## config.mk

```make
export PLATFORM = sky130hd
export DESIGN_NAME = pwm_duty_decoder
export DESIGN_NICKNAME = d
export VERILOG_FILES = /design/src/rtl/pwm_duty_decoder_pkg.sv /design/src/rtl/pwm_duty_decoder_in_filter.sv /design/src/rtl/pwm_duty_decoder.sv
export SDC_FILE = /design/constraint.sdc
export NUM_CORES = 1
export LEC_CHECK = 0
export CORE_ASPECT_RATIO = 1.5
export CORE_MARGIN = 2
export CORE_UTILIZATION = 40
export CTS_BUF_LIST = sky130_fd_sc_hd__clkbuf_4
export CTS_CLUSTER_DIAMETER = 80
export DETAILED_ROUTE_END_ITERATION = 7
export SLEW_MARGIN = 20
export SYNTH_ARGS = -nofsm -noshare
export SYNTH_HDL_FRONTEND = slang
export SYNTH_SLANG_ARGS = --single-unit
```

## constraint.sdc

```tcl
create_clock -name clk -period 4.2 [get_ports clk]
set_input_delay 0.63 -clock clk [delete_from_list [all_inputs] [get_ports clk]]
set_output_delay 0.63 -clock clk [all_outputs]
set_load 0.01 [all_outputs]
```

## src/rtl/pwm_duty_decoder_pkg.sv

```systemverilog
// Shared types and constants for the PWM duty decoder.
package pwm_duty_decoder_pkg;

  localparam int unsigned DEFAULT_CNT_W = 16;
  localparam int unsigned DUTY_STEPS    = 10;
  localparam int unsigned DUTY_W        = 4;
  localparam int unsigned FILT_CNT_W    = 3;

  typedef enum logic [1:0] {
    ST_IDLE = 2'd0,
    ST_HIGH = 2'd1,
    ST_LOW  = 2'd2
  } state_t;

endpackage

```

## src/rtl/pwm_duty_decoder_in_filter.sv

```systemverilog
// Input conditioning: 2-flop synchronizer, FILT_LEN-sample glitch filter and
// edge detect on the filtered level.
module pwm_in_filter
  import pwm_duty_decoder_pkg::*;
#(
  parameter int unsigned FILT_LEN = 2
) (
  input  logic clk,
  input  logic rst_n,
  input  logic i_pwm,
  output logic o_level,
  output logic o_rise,
  output logic o_fall
);

  logic                  r_sync1;
  logic                  r_sync2;
  logic                  r_level;
  logic                  r_rise;
  logic                  r_fall;
  logic [FILT_CNT_W-1:0] r_cnt;
  logic [FILT_CNT_W-1:0] w_cnt_nxt;

  assign w_cnt_nxt = r_cnt + FILT_CNT_W'(1);

  // Level flips only after FILT_LEN consecutive differing samples.
  always_ff @(posedge clk or negedge rst_n) begin
    if (!rst_n) begin
      r_sync1 <= 1'b0;
      r_sync2 <= 1'b0;
      r_level <= 1'b0;
      r_rise  <= 1'b0;
      r_fall  <= 1'b0;
      r_cnt   <= '0;
    end else begin
      r_sync1 <= i_pwm;
      r_sync2 <= r_sync1;
      r_rise  <= 1'b0;
      r_fall  <= 1'b0;
      if (r_sync2 != r_level) begin
        if (w_cnt_nxt == FILT_CNT_W'(FILT_LEN)) begin
          r_level <= r_sync2;
          r_rise  <= r_sync2;
          r_fall  <= ~r_sync2;
          r_cnt   <= '0;
        end else begin
          r_cnt <= w_cnt_nxt;
        end
      end else begin
        r_cnt <= '0;
      end
    end
  end

  assign o_level = r_level;
  assign o_rise  = r_rise;
  assign o_fall  = r_fall;

endmodule

```

## src/rtl/pwm_duty_decoder.sv

```systemverilog
// PWM receiver: measures period and high time of a filtered PWM input and
// reports duty in tenths via a repeated-subtraction divider.
module pwm_duty_decoder
  import pwm_duty_decoder_pkg::*;
#(
  parameter int unsigned CNT_W    = DEFAULT_CNT_W,
  parameter int unsigned FILT_LEN = 2
) (
  input  logic              clk,
  input  logic              rst_n,
  input  logic              pwm_in,
  input  logic              ena,
  output logic [DUTY_W-1:0] duty,
  output logic [CNT_W-1:0]  period,
  output logic [CNT_W-1:0]  high_time,
  output logic              valid,
  output logic              stuck
);

  localparam int unsigned      REM_W   = CNT_W + 4;
  localparam logic [CNT_W-1:0] CNT_MAX = '1;

  logic              w_level;
  logic              w_rise;
  logic              w_fall;
  logic              w_close;
  logic              w_timeout;
  logic              w_overflow;
  logic              w_start;
  logic              w_rem_ge;
  logic [CNT_W:0]    w_sum;

  state_t            r_state;
  logic [CNT_W-1:0]  r_hi_cnt;
  logic [CNT_W-1:0]  r_lo_cnt;
  logic              r_div_busy;
  logic [REM_W-1:0]  r_rem;
  logic [CNT_W-1:0]  r_div_p;
  logic [CNT_W-1:0]  r_div_h;
  logic [DUTY_W-1:0] r_div_q;
  logic [DUTY_W-1:0] r_duty;
  logic [CNT_W-1:0]  r_period;
  logic [CNT_W-1:0]  r_high_time;
  logic              r_valid;
  logic              r_stuck;

  pwm_in_filter #(
    .FILT_LEN (FILT_LEN)
  ) u_filter (
    .clk     (clk),
    .rst_n   (rst_n),
    .i_pwm   (pwm_in),
    .o_level (w_level),
    .o_rise  (w_rise),
    .o_fall  (w_fall)
  );

  assign w_sum      = {1'b0, r_hi_cnt} + {1'b0, r_lo_cnt};
  assign w_overflow = w_sum[CNT_W];
  assign w_start    = w_close && !w_overflow && !r_div_busy;
  assign w_rem_ge   = (r_rem >= REM_W'(r_div_p));

  // Period-closing edge and counter-saturation detection.
  always_comb begin
    w_close   = 1'b0;
    w_timeout = 1'b0;
    if (ena) begin
      unique case (r_state)
        ST_HIGH: w_timeout = !w_fall && (r_hi_cnt == CNT_MAX);
        ST_LOW: begin
          w_close   = w_rise;
          w_timeout = !w_rise && (r_lo_cnt == CNT_MAX);
        end
        default: ;
      endcase
    end
  end

  // Measurement FSM and high/low counters.
  always_ff @(posedge clk or negedge rst_n) begin
    if (!rst_n) begin
      r_state  <= ST_IDLE;
      r_hi_cnt <= '0;
      r_lo_cnt <= '0;
    end else if (!ena) begin
      r_state  <= ST_IDLE;
      r_hi_cnt <= '0;
      r_lo_cnt <= '0;
    end else begin
      unique case (r_state)
        ST_IDLE: begin
          r_hi_cnt <= '0;
          r_lo_cnt <= '0;
          if (w_rise) begin
            r_state  <= ST_HIGH;
            r_hi_cnt <= CNT_W'(1);
          end
        end
        ST_HIGH: begin
          if (w_fall) begin
            r_state  <= ST_LOW;
            r_lo_cnt <= CNT_W'(1);
          end else if (w_timeout) begin
            r_state  <= ST_IDLE;
            r_hi_cnt <= '0;
            r_lo_cnt <= '0;
          end else begin
            r_hi_cnt <= r_hi_cnt + CNT_W'(1);
          end
        end
        ST_LOW: begin
          if (w_close) begin
            r_lo_cnt <= '0;
            if (w_overflow) begin
              r_state  <= ST_IDLE;
              r_hi_cnt <= '0;
            end else begin
              r_state  <= ST_HIGH;
              r_hi_cnt <= CNT_W'(1);
            end
          end else if (w_timeout) begin
            r_state  <= ST_IDLE;
            r_hi_cnt <= '0;
            r_lo_cnt <= '0;
          end else begin
            r_lo_cnt <= r_lo_cnt + CNT_W'(1);
          end
        end
        default: begin
          r_state  <= ST_IDLE;
          r_hi_cnt <= '0;
          r_lo_cnt <= '0;
        end
      endcase
    end
  end

  // Divider and result registers; a snapshot arriving while busy is dropped.
  always_ff @(posedge clk or negedge rst_n) begin
    if (!rst_n) begin
      r_div_busy  <= 1'b0;
      r_rem       <= '0;
      r_div_p     <= '0;
      r_div_h     <= '0;
      r_div_q     <= '0;
      r_duty      <= '0;
      r_period    <= '0;
      r_high_time <= '0;
      r_valid     <= 1'b0;
      r_stuck     <= 1'b0;
    end else begin
      r_valid <= 1'b0;
      if (!ena) begin
        r_div_busy <= 1'b0;
      end else if (w_timeout) begin
        r_div_busy  <= 1'b0;
        r_stuck     <= 1'b1;
        r_duty      <= w_level ? DUTY_W'(DUTY_STEPS) : '0;
        r_period    <= '0;
        r_high_time <= '0;
        r_valid     <= 1'b1;
      end else begin
        if (w_rise || w_fall) begin
          r_stuck <= 1'b0;
        end
        if (r_div_busy) begin
          if (w_rem_ge) begin
            r_rem   <= r_rem - REM_W'(r_div_p);
            r_div_q <= r_div_q + DUTY_W'(1);
          end else begin
            r_div_busy  <= 1'b0;
            r_duty      <= r_div_q;
            r_period    <= r_div_p;
            r_high_time <= r_div_h;
            r_valid     <= 1'b1;
          end
        end
        if (w_start) begin
          r_div_busy <= 1'b1;
          r_div_p    <= w_sum[CNT_W-1:0];
          r_div_h    <= r_hi_cnt;
          r_rem      <= REM_W'(r_hi_cnt) * REM_W'(DUTY_STEPS);
          r_div_q    <= '0;
        end
      end
    end
  end

  assign duty      = r_duty;
  assign period    = r_period;
  assign high_time = r_high_time;
  assign valid     = r_valid;
  assign stuck     = r_stuck;

endmodule

```

* Yosys cells after proc, flatten, opt, wreduce, memory -nomap -nowiden
Cells that the tools add are included.
** Storage, ports and cells
- Word-level logic and storage cells :: 117
- Register bits :: 137
** Cells by class
- Mux-type cells :: 57
- Multipliers :: 1
- Reduce and logical (&&, ||, !) cells :: 20
- Add/subtract/negate cells :: 6
- Bitwise operators :: 2
- Equality and inequality tests :: 11
- $lt $le $gt $ge :: 1
** Operators with widths (count)
- $mux 16 :: 15
- $mux 20 :: 3
- $pmux 16 s3 :: 1
- $add 16x1->16 const B :: 2
- $eq 16x16->1 const B :: 2
- $pmux 16 s2 :: 1
- $mux 4 :: 7
- $mux 1 :: 21
- $ge 20x16->1 :: 1
- $sub 20x16->20 :: 1
- $mul 16x3->19 const B :: 1
- $add 16x16->17 :: 1
- $mux 2 :: 5
- $reduce_bool 2->1 :: 4
- $mux 3 :: 2
- $pmux 2 s3 :: 1
- $reduce_and 2->1 :: 3
- $reduce_and 3->1 :: 2
- $add 4x1->4 const B :: 1
- $logic_and 1x1->1 :: 4
- $logic_not 1->1 :: 4
- $ne 4x3->1 const B :: 1
- $ne 4x4->1 const B :: 1
- $reduce_and 4->1 :: 1
- other kinds (12) :: 13

* Longest topological paths before layout
Gate-level depths: netlist (run 1).
- Depth in word-level cells :: 8
- Mapped depth :: 13

* Hierarchy
From an unflattened synthesis (run 1), not the netlist that was laid out.
** Unflattened totals
- Cell total of the unflattened synthesis :: 957
- Area total of the unflattened synthesis :: 8403.1 um^2
** By module, submodules not included
- pwm_duty_decoder :: instances 1, seq. area each 3228.1 um^2, cells an instance 936, area an instance 8100.3 um^2
- pwm_in_filter :: instances 1, seq. area each 200.2 um^2, cells an instance 21, area an instance 302.8 um^2

* Worst setup path before layout (run 1)
Ideal clock, no wire load.
- Path kind :: register to register
- From :: register r_hi_cnt[0]
- To :: register r_div_h[10]
- Path buffers :: 3
- Path slack :: 1202 ps
- Arrival :: 2873 ps
- Required time :: 4075 ps
- Setup time :: 125 ps
- Cell stages (with the launch flop) :: 13
- Cell sequence :: dfrtp_1 -> ha_1 -> fa_1 -> a211oi_2 -> o21ai_1 -> a221oi_2 -> o21a_4 -> nor2b_2 -> buf_6 -> nand2_2 -> buf_6 -> buf_6 -> mux2_4
** Between the ends
- Cells in the longest elaborated chain, start to end :: 6
** Ends and longest elaborated chain
- start, declared :: RTL line pwm_duty_decoder.sv:34 : logic [CNT_W-1:0] r_hi_cnt;
- start signal, assigned :: RTL line pwm_duty_decoder.sv:108 : r_hi_cnt <= r_hi_cnt + CNT_W'(1);
- branches (longest 5 deep; another with $add 16x16->17)
- $reduce_and 3->1 (no source line) *
- end signal, assigned :: RTL line pwm_duty_decoder.sv:181 : r_div_h <= r_hi_cnt;
- end, declared :: RTL line pwm_duty_decoder.sv:39 : logic [CNT_W-1:0] r_div_h;
Every way passes the cells marked *.
A chain may end at the register's enable or synchronous reset.

* Final worst setup path (run 1)
- From :: register r_hi_cnt[8]
- To :: register r_div_p[1]
** Between the ends
- Cells in the longest elaborated chain, start to end :: 6
** Ends and longest elaborated chain
- branches (longest 5 deep; another with $add 16x16->17)
- $reduce_and 3->1 (no source line) *
- end signal, assigned :: RTL line pwm_duty_decoder.sv:180 : r_div_p <= w_sum[CNT_W-1:0];
- end, declared :: RTL line pwm_duty_decoder.sv:38 : logic [CNT_W-1:0] r_div_p;
Marked as above.

==> results of run 1 <==
power breakdown:
group	total, mW	internal [mW]	switching, mW
logic	0.372	0.143	0.229
clock network	0.945	0.429	0.516
registers	1.39	1.35	0.0363
per-layer routing:
layer	vias up	share of wire (%)	GRT usage, %
met3	39	2.1	3.28
met2	98	52	35.8
met5	-	0	0
li1	3301	-	-
met4	0	3.1	8.41
met1	3294	43	23.5
sequential cells by signal (all words and copies together) (netlist names), 2 cells and up:
signal	count
duty	4
high_time	16
period	16
r_div_h	16
r_div_p	16
r_div_q	4
r_hi_cnt	16
r_lo_cnt	16
r_rem	20
r_state	2
u_filter.r_cnt	3
metrics by stage:
step,power (mW),utilization (%),setup WS [ns]
after CTS,2.74,45.9,0.930
final,2.71,45.9,0.949
after global routing,2.84,45.9,0.718
after detailed placement,1.79,44.3,0.951
after floorplan,1.66,-,1.20
after global placement,1.78,44.3,1.01
cell usage in the layout (no fill, tap or decap), types with 11 or more instances in the layout:
master,count
clkdlybuf4s50_1,40
nand2_1,80
a21o_1,16
o21ai_0,69
xor2_1,18
a21oi_1,51
nor2b_1,12
and3_1,12
clkbuf_4,20
dfrtp_1,137
nor2_1,74
a22o_1,35
xnor2_1,26
ha_1,69
o21ai_1,20
inv_1,36
buf_4,11
nand3_1,30
cell families after synthesis:
kind of cell / count (synthesis) / share of synthesized area [%]
xor gates and xnor gates: 44 / 4.60
buffers and inverters: 67 / 3.52
AOI/OAI and AO/OA: 262 / 20.9
adders and majority gates: 72 / 11.0
DFF: 137 / 40.9
muxes: 19 / 2.76
and+or+nand+nor: 283 / 16.4
path summary, 6_finish.rpt:
check	startpoint	slack [ns]	to
hold / removal	u_filter.r_sync1$_DFF_PN0_	0.36	u_filter.r_sync2$_DFF_PN0_
min in group asynchronous	rst_n	0.55	stuck$_DFFE_PN0P_
max in group asynchronous	rst_n	2.80	r_rem[5]$_DFFE_PN0P_
setup / recovery	r_hi_cnt[8]$_DFFE_PN0P_	0.95	r_div_p[1]$_DFFE_PN0P_
hold reg to reg	u_filter.r_sync1$_DFF_PN0_	0.36	u_filter.r_sync2$_DFF_PN0_
setup reg to reg	r_hi_cnt[8]$_DFFE_PN0P_	0.95	r_div_p[1]$_DFFE_PN0P_
final cells by class:
cell class                 count  area [sq um]  share of cell area, %
antenna                        2          5.00                 0.0532
clock buffer                  20           150                   1.60
clock inverter                12           150                   1.60
inverter                      36           135                   1.44
multi-input combinational    680          4660                   49.6
sequential                   137          3430                   36.5
tap                          264           330                   3.51
timing repair buffer          55           544                   5.79
timing repair:
action / in CTS / in global routing
hold buffers: 1 / 0
setup endpoints to repair: 0 / 0
hold endpoints to repair: 51 / 0
worst max-delay path, cell delays in order, from the launching register on:
cell,delay (ns)
dfrtp_1,0.53
ha_1,0.44
nand3_1,0.16
a2111oi_2,0.40
a221oi_2,0.15
o21a_4,0.27
o21ai_2,0.44
buf_4,0.32
nor2_1,0.10
o21ai_0,0.32
==> reports/qor.yml, run 1 <==
syn_to_final_growth_pct: 12.2
required_ns: 4.66
fin_crit_ns: 3.25
yosysMostFrequentCell: "dfrtp_1"
holdPathStages: 0
via_per_inst: 5.58
hold_class: "reg -> reg"
synthesis.nets: 960
finalHoldViolCount: 0
synth.distinct_cells: 74
clock_sinks: 137
finalWirelength_um: 21200
cts_root_buf: "clkbuf_4"
dp_hpwl_um: 15800
startpoint_type: "flip-flop"
dp.cells: 1171
skew_ns: 0.0212
drt_iter0_drc: 374
antenna_found_initial: 2
slew_headroom_pct: 53.8
arrival_ns: 3.71
synth_commonest_cells: "137 x dfrtp_1, 80 x nand2_1, 74 x nor2_1"
leakagePower_nw: 4.44
die_x_um: 122
drc: 0
finalCritPeriodShare_pct: 77.4
synth_top_cell_area_share_pct: 40.9
cts_buffers: 17
drtPass1Iterations: 4
timing.fmax_mhz: 308
grt_pass1_vias: 6813
cts_max_path_buffers: 2
status: "complete, no violations"
track_usage_pct: 20.1
worstSetupPathType: "reg -> reg"
placementRows: 64
drv_cap: 0
cts_setup_buffers: 0
avgSynthCellArea_sq_um: 9.48
cts_tree: "done"
ir_drop_mv: 0.124
grt_start_max_net_pins: 87
post_dp_cell_area_sq_um: 9090
syn-cell-area_sq_um: 8380
overflow: 0
clkLatencyLatePin_ns: 0.59
holdWs_ns: 0.360
die_area_sq_um: 22200
ioPinCount: 42
design_area_sq_um: 9410
wl_per_cell_um: 17.6
gp_congestion: 0.845
fillers: 2061
maxSlewViolCount: 0
cp_max_fo: 19
vias: 6732
async_reset_ff_share_pct: 100
fin_setup_tns_ns: 0
final_antenna_net_count: 0
rr_worst_depth: 9
synth_edf_count: 0
synth.area.top_cells: "dfrtp_1 41%, ha_1 10%, o21ai_0 4.1%"
die_h_um: 181
core-area_sq_um: 20500
cts_resized: 0
io_buffers: 41
synthFlopType: "dfrtp_1"
synthCells: 884
grt_first_pass_wirelength_um: 34500
nets: 1003
layout-drive-gt1-share_pct: 8.40
worst_pin_slew_ns: 0.693
setup_viol: 0
cp-end-kind: "flip-flop"
ys_seq_elements: 137
yosysTopAreaCell: "dfrtp_1"
powerDensity_nw_per_um2: 288
clkTransAtPathRegs_ns: 0.11
htreeDepth: 4
instances_no_fill: 1206
yosysWarnings: 0
start_util_pct: 40.9
seq_area_frac_synth_pct: 40.9
rsz0062_at_grt: "no"
(Power assumes the default switching activity.)
==> run 2, diff against run 1 <==
Clock period 4.2 ns to 2.7 ns, I/O delays scaled along.
==> reports/qor.yml, run 2 (synthesis gave the netlist of run 1 again) <==
ioPinCount: 42
cts_max_path_buffers: 2
die_area_sq_um: 22200
slew_headroom_pct: 60.9
drt_iter0_drc: 364
setup_viol: 30
wl_met1_um: 9560
cp_top_family: "compound AO/OA/AOI/OAI gates"
via_per_inst: 5.50
die_x_um: 122
startpoint_type: "flip-flop"
track_usage_pct: 21.7
switching_share_pct: 30.1
gp_congestion: 0.921
required_ns: 3.18
met3_length_um: 719
final_common_cell: "buf_4"
cts_tree: "done"
finalHoldViolCount: 0
leakagePower_nw: 5.28
grt_pass1_vias: 7462
p_switching_mw: 1.31
crit_slowest_cell: "dfrtp_2"
start_util_pct: 40.9
powerDensity_nw_per_um2: 390
core-area_sq_um: 20500
vias: 7478
timing.fmax_mhz: 358
fin_setup_tns_ns: -1.49
wl_met2_um: 12900
combPwrFrac_pct: 18.8
finalWirelength_um: 24000
largest_reg_flops: 20
top_register: "r_rem"
layout-drive-gt1-share_pct: 29.5
skew_ns: 0.0299
wl_per_cell_um: 17.6
drtPass1Iterations: 5
clkPwrFrac_pct: 31.8
placementRows: 64
mostFrequentLayoutCells: "152 x buf_4, 127 x dfrtp_1, 78 x nand2_1"
worst_pin_slew_ns: 0.586
fin_crit_ns: 2.79
hold_class: "in -> reg"
antenna_found_initial: 1
path_cells: "ha_4 -> fa_2 -> a211oi_4 -> o21ai_2 -> a221oi_2 -> o21a_4 -> nor2b_4 -> nand2_4 -> buf_12 -> mux2_4"
fillers: 1866
io_buffers: 41
grt_first_pass_wirelength_um: 37400
max_stage_delay_ns: 0.47
drc: 0
finalCritPeriodShare_pct: 103
post_dp_cell_area_sq_um: 10100
cp-end-kind: "flip-flop"
overflow: 0
clkTransAtPathRegs_ns: 0.12
syn_to_final_growth_pct: 33.6
layout_setup_ws_ns: -0.0940
ir_drop_mv: 0.254
htreeDepth: 4
dp_hpwl_um: 17900
clock_sinks: 137
grt_start_max_net_pins: 61
clkLatencyLatePin_ns: 0.60
internal_power_mw: 3.06
status: "finished with violations"
nets: 1158
pwr-share-seq_pct: 49.4
final_antenna_net_count: 0
critPathBufInv: 1
maxSlewViolCount: 0
design_area_sq_um: 11200
arrival_ns: 3.28
top_layer: "met4"
worstSetupPathType: "reg -> reg"
drv_cap: 0
rsz0062_at_grt: "yes"
cp_max_fo: 13
cts_root_buf: "clkbuf_4"
cts_buffers: 17
die_h_um: 181
violations: "negative setup slack"
==> run 2: changes by cell type in the layout (fill, tap and decap cells not counted), moves of 8 or more <==
cell and change:
buf_4 +141, a21oi_1 -9, a21oi_2 +9, ha_1 -15, dfrtp_2 +10, o21ai_1 +8, buf_6 +9, o21ai_0 -15
dfrtp_1 -10, ha_4 +12
==> run 2: power groups by stage <==
| stage | logic, mW | registers [mW] | clock network [mW] |
|---|---|---|---|
| after CTS | 0.757 | 2.16 | 1.42 |
| after global routing | 0.900 | 2.17 | 1.52 |
| after detailed placement | 0.730 | 2.20 | 0 |
| after global placement | 0.731 | 2.19 | 0 |
| after floorplan | 0.385 | 2.19 | 0 |
| final | 0.821 | 2.16 | 1.39 |
==> run 2: layout make-up <==
cell class | instances | area, sq um | area share (%)
well taps | 264 | 330 | 2.95
inverters | 36 | 138 | 1.23
repair buffers | 210 | 1810 | 16.2
flip-flops and latches | 137 | 3440 | 30.7
clock buffers | 18 | 135 | 1.21
diodes | 1 | 2.50 | 0.0223
multi-input cells | 680 | 5190 | 46.4
clock inverters | 14 | 148 | 1.32
==> run 2: path summary, 6_finish.rpt <==
kind	startpoint	endpoint	cells after the start	slack (ns)
min in group asynchronous	rst_n	u_filter.r_cnt[2]$_DFF_PN0_	2	0.32
worst min-delay path	pwm_in	u_filter.r_sync1$_DFF_PN0_	1	0.26
worst max-delay path	r_hi_cnt[0]$_DFFE_PN0P_	r_div_h[11]$_DFFE_PN0P_	10	-0.09
max in group asynchronous	rst_n	r_hi_cnt[1]$_DFFE_PN0P_	3	1.58
worst max register to register	r_hi_cnt[0]$_DFFE_PN0P_	r_div_h[11]$_DFFE_PN0P_	10	-0.09
worst min register to register	u_filter.r_sync1$_DFF_PN0_	u_filter.r_sync2$_DFF_PN0_	0	0.36
==> run 2: layer usage <==
| layer | vias up | GRT usage (%) |
|---|---|---|
| li1 | 3591 | - |
| met1 | 3693 | 24.5 |
| met2 | 140 | 39.4 |
| met3 | 54 | 3.88 |
| met4 | 0 | 9.15 |
| met5 | - | 0 |
==> run 2: stage by stage <==
stage | utilization (%) | setup slack (ns) | instances | hold WS (ns) | power, mW
global route | 54.6 | -0.166 | 1360 | 0.233 | 4.59
floorplan | - | -0.107 | 884 | 0.109 | 2.58
global placement | 49.4 | -0.101 | 1303 | 0.332 | 2.92
CTS | 51.4 | -0.0860 | 1342 | 0.223 | 4.34
detailed placement | 49.4 | -0.164 | 1303 | 0.341 | 2.93
finish | 54.6 | -0.0940 | 1360 | 0.260 | 4.37
==> run 2: timing repair <==
item,CTS,global route
pin swaps,4,25
endpoints found under the hold margin,57,0
hold buffers,1,0
gates resized for setup,25,106
buffers inserted,6,15
cloned,0,2
setup endpoints to repair,78,120
